<file path="src/rtl/object_buffer_fifo.sv">
// Circular show-ahead FIFO for parsed table entries, sitting between the field-table
// decoder and the object serializer; adds occupancy, almost-full, flush and sticky overflow.
module object_buffer_fifo #(
  parameter int ENTRY_W   = 128,
  parameter int DEPTH     = 8,
  parameter int AF_THRESH = DEPTH - 2,
  parameter int CNT_W     = $clog2(DEPTH + 1)
) (
  input  logic               clk,
  input  logic               reset,
  input  logic [ENTRY_W-1:0] new_entry,
  input  logic               valid_in,
  output logic               full,
  output logic               almost_full,
  output logic [ENTRY_W-1:0] out_entry,
  output logic               out_valid,
  input  logic               out_ready,
  output logic               empty,
  output logic [CNT_W-1:0]   count,
  input  logic               flush,
  output logic               overflow
);

  localparam int PTR_W = (DEPTH > 1) ? $clog2(DEPTH) : 1;

  logic [ENTRY_W-1:0] r_mem [DEPTH];
  logic [PTR_W-1:0]   r_wr_ptr;
  logic [PTR_W-1:0]   r_rd_ptr;
  logic [CNT_W-1:0]   r_count;
  logic               r_overflow;

  logic [PTR_W-1:0]   w_wr_ptr_inc;
  logic [PTR_W-1:0]   w_rd_ptr_inc;
  logic               w_full;
  logic               w_empty;
  logic               w_pop;
  logic               w_push_ok;
  logic               w_drop;

  // Status decodes depend on the registered count only, never on input ports.
  assign w_full    = (r_count == CNT_W'(DEPTH));
  assign w_empty   = (r_count == '0);
  assign w_pop     = !w_empty && out_ready;
  assign w_push_ok = valid_in && (!w_full || w_pop);
  assign w_drop    = valid_in && !w_push_ok;

  // Explicit wrap so DEPTH need not be a power of two.
  assign w_wr_ptr_inc = (r_wr_ptr == PTR_W'(DEPTH - 1)) ? '0 : r_wr_ptr + PTR_W'(1);
  assign w_rd_ptr_inc = (r_rd_ptr == PTR_W'(DEPTH - 1)) ? '0 : r_rd_ptr + PTR_W'(1);

  always_ff @(posedge clk or negedge reset) begin
    if (!reset) begin
      r_wr_ptr   <= '0;
      r_rd_ptr   <= '0;
      r_count    <= '0;
      r_overflow <= 1'b0;
    end else if (flush) begin
      r_wr_ptr   <= '0;
      r_rd_ptr   <= '0;
      r_count    <= '0;
      r_overflow <= 1'b0;
    end else begin
      if (w_push_ok) r_wr_ptr <= w_wr_ptr_inc;
      if (w_pop)     r_rd_ptr <= w_rd_ptr_inc;
      if (w_push_ok && !w_pop)      r_count <= r_count + CNT_W'(1);
      else if (w_pop && !w_push_ok) r_count <= r_count - CNT_W'(1);
      if (w_drop) r_overflow <= 1'b1;
    end
  end

  // Storage has no reset; only the pointers define what is valid.
  always_ff @(posedge clk) begin
    if (reset && !flush && w_push_ok) r_mem[r_wr_ptr] <= new_entry;
  end

  assign out_entry   = r_mem[r_rd_ptr];
  assign out_valid   = !w_empty;
  assign empty       = w_empty;
  assign full        = w_full;
  assign almost_full = (r_count >= CNT_W'(AF_THRESH));
  assign count       = r_count;
  assign overflow    = r_overflow;

endmodule

</file>
<file path="config.mk">
export PLATFORM = sky130hd
export DESIGN_NAME = object_buffer_fifo
export DESIGN_NICKNAME = d
export VERILOG_FILES = /design/src/rtl/object_buffer_fifo.sv
export SDC_FILE = /design/constraint.sdc
export NUM_CORES = 1
export LEC_CHECK = 0
export ABC_AREA = 0
export CAP_MARGIN = 30
export CORE_ASPECT_RATIO = 0.75
export CORE_UTILIZATION = 25
export DETAILED_ROUTE_END_ITERATION = 16
export PLACE_DENSITY = 0.51
export SLEW_MARGIN = 30
export SYNTH_ARGS = -nofsm -noshare
export SYNTH_HDL_FRONTEND = slang
export SYNTH_SLANG_ARGS = --single-unit
</file>
<file path="constraint.sdc">
create_clock -name clk -period 14.82 [get_ports clk]
set_clock_uncertainty 0.05 [all_clocks]
set_input_delay 2.964 -clock clk [delete_from_list [all_inputs] [get_ports clk]]
set_output_delay 2.964 -clock clk [all_outputs]
set_load 0.05 [all_outputs]
</file>
==> results.yml <==
sta:
  slew_headroom_pct: 34.7
  fmaxAchievable_mhz: 127
  setup_viol: 0
  unrepaired_setup_endpoints_after_global_routing: "no"
  post-route-period-util_pct: 53.0
  hold_violations: 0
  fin_hold_ws_ns: 0.465
  final_max_slew_viol_count: 0
  fin_crit_ns: 7.85
  setup_total_negative_slack_ns: 0
  timing_worst_slew_pin_value_ns: 0.980
routing:
  drcViolationCount: 0
  postRouteAntennaNets: 0
  routed_wl_mm: 89.1
  routed_wire_length_per_instance_um: 21.8
  vias_per_cell: 4.24
  vias: 17400
  first_iter_violations: 1373
  detailed_routing_iteration_count_for_the_pre_antenna_repair_pass: 4
power_and_ir_drop:
  power_density_nw_per_um2: 168
  max-vdd-ir-drop_uv: 117
  p_leak_nw: 14.4
yosys:
  synth_area_um2: 39200
  synth.ff_latch_count: 1035
  proportion_of_synthesized_chip_area_in_sequential_cells_pct: 79.1
  synth_cell_type_count: 40
  synth-warning-count: 0
  avgSynthCellArea_um2: 25.0
  post_synth_edffs: 1024
  synth_nets: 1709
  dominant_synthesized_flop_cell: "edfxtp_1"
  synthesis.instances: 1569
  postSynth.asyncResetShare_pct: 1.06
layout:
  area.growth.synth_to_final_pct: 22.3
  final_net_count: 2054
  fillerInstances: 14800
  multi_input_area_um2: 7750
  regArea_um2: 31000
  layout-drive-gt1-share_pct: 29.5
die:
  dieArea_um2: 159000
  die_height_um: 345
  floorplan.initialDensity_pct: 25.3
  core-area_um2: 155000
  num_rows: 125
  io_pins: 270
  die_x_um: 459
cts:
  cts_htree_levels: 3
  cts-root-buf: "clkbuf_16"
  clk_transition_reported_paths_ns: 0.06
  clkSinkCount: 1035
  clock_tree.buffer_depth: 3
  clock_buffer_count_from_cts: 106
  cts-hold-fix-buffers: 0
  tritoncts: "yes"
  cts-resized-gates: 0
  cts.repair_timing.setup_buffer_count: 0
  clkLatencyLatePin_ns: 0.74
min_path:
  hold_depth: 2
  class_of_the_tightest_hold_or_removal_check: "reg -> reg"
run_status:
  outcome: "completed"
grt:
  grt_util_all_layers_pct: 11.3
  grt_first_pass_wirelength_mm: 132
  globalRouteOverflowTotal: 0
  number_of_global_route_vias_before_repair: 19300
  antenna_found_initial: 9
  grt_start_max_net_pins: 93
worst_setup_path:
  path_max_fanout: 66
  critPathKind: "reg -> out"
  critPathCaptureType: "output port"
  r2r_cells: 6
  endpoint_required_time_on_the_critical_path_ns: 11.81
  arrival_ns: 4.84
  worst_setup_start_kind: "flop"
job:
  drv.max_cap_violation_count: 0
place:
  finalWeightedCongestion: 0.671
  buffers_added_on_ports: 269
  hpwlAfterDp_mm: 48.2
==> cell usage in the layout, fill, tap and decap left out, types with 3 or more instances in the layout <==
cell	instances
a21oi_1	6
buf_12	4
buf_4	33
bufinv_16	10
clkbuf_1	26
clkbuf_16	108
clkdlybuf4s50_1	269
clkinv_1	19
clkinv_2	14
clkinv_8	3
clkinvlp_4	3
dfrtp_1	8
dfrtp_4	3
diode_2	3
edfxtp_1	1024
ha_1	6
inv_1	7
mux2_2	128
mux2i_1	3
mux4_2	256
nand2_1	4
nand3_1	4
nor2_1	7
nor2_4	4
nor3_1	3
nor3_2	5
==> per-stage QoR <==
stage                     setup slack [ns]  instances  total power (W)  instance area, um2  util [%]
final                                 6.97       4096          0.00806               48000      30.9
after floorplan                       1.67       1569          0.00495               39200         -
after CTS                             6.45       4090          0.00820               47900      30.9
after detailed placement              7.32       3898          0.00551               44500      28.6
after global routing                  6.51       4094          0.00840               48000      30.9
after global placement                7.36       3897          0.00550               44400      28.6
==> final timing paths <==
kind	from	to	slack, ns
max in group asynchronous	reset	r_rd_ptr[0]	11.65
worst min-delay path	overflow	overflow	0.46
worst max register to register	count[0]	r_mem[2][67]	10.90
worst max-delay path	r_rd_ptr[0]	out_entry[81]	6.97
min in group asynchronous	reset	overflow	2.58
worst min register to register	overflow	overflow	0.46
==> worst max-delay path: stages, from the launching register on <==
cell	delay, ns
dfrtp_4	0.91
buf_12	0.34
buf_16	0.40
buf_6	0.62
mux4_2	0.59
mux2_2	0.28
clkdlybuf4s50_1	0.71
==> kinds of logic (layout without fill, tap and decap cells) <==
logic type,count (synthesis),after routing,synth area share [%]
other cells,0,3,0
flops,1035,1035,79.1
mux,387,387,18.4
xor+xnor,2,2,0.0447
fa+ha+maj,7,7,0.242
compound gates,18,18,0.344
simple gates,40,40,0.558
buf+inv,80,509,1.29
==> Yosys cell counts (all sizes together), types with 2 or more instances <==
cell type	instances	share of area (%)
a31oi	2	0.032
clkbuf	21	0.20
nand2b	2	0.032
or3	2	0.032
nor2	11	0.11
a21oi	6	0.077
inv	7	0.067
o21ai	2	0.026
nor3	8	0.11
mux2i	3	0.077
nand2	4	0.038
dfrtp	11	0.70
or3b	2	0.051
mux4	256	15
edfxtp	1024	78
ha	6	0.19
mux2	128	3.7
buf	52	1.0
a21o	2	0.038
nand3	5	0.077
==> state kept, by name, summed over array words and instances, names as in the netlist <==
register	count
r_wr_ptr	3
overflow	1
r_mem	1024
r_rd_ptr	3
count	4
==> final cells by class <==
cell class	count	share of cell area (%)
Sequential cell	1035	64.7
Multi-Input combinational cell	454	16.2
Timing Repair Buffer	310	6.46
Clock buffer	136	5.89
Tap cell	2095	5.46
Clock inverter	56	1.30
Inverter	7	0.0547
Antenna cell	3	0.0156
==> report_power, final <==
group	internal, W	switching (W)
combinational	0.000923	0.00118
clock	0.00152	0.00112
sequential	0.00326	0.0000618
total	0.00571	0.00236
==> per-layer routing <==
layer / global-route usage [%] / vias to the layer above / share of wire (%)
li1: - / 7455 / -
met1: 14.6 / 9435 / 43
met2: 18.8 / 358 / 50
met3: 2.89 / 124 / 5.2
met4: 3.13 / 10 / 1.9
met5: 0 / - / 0.085
Power figures use the tool's default switching activity.
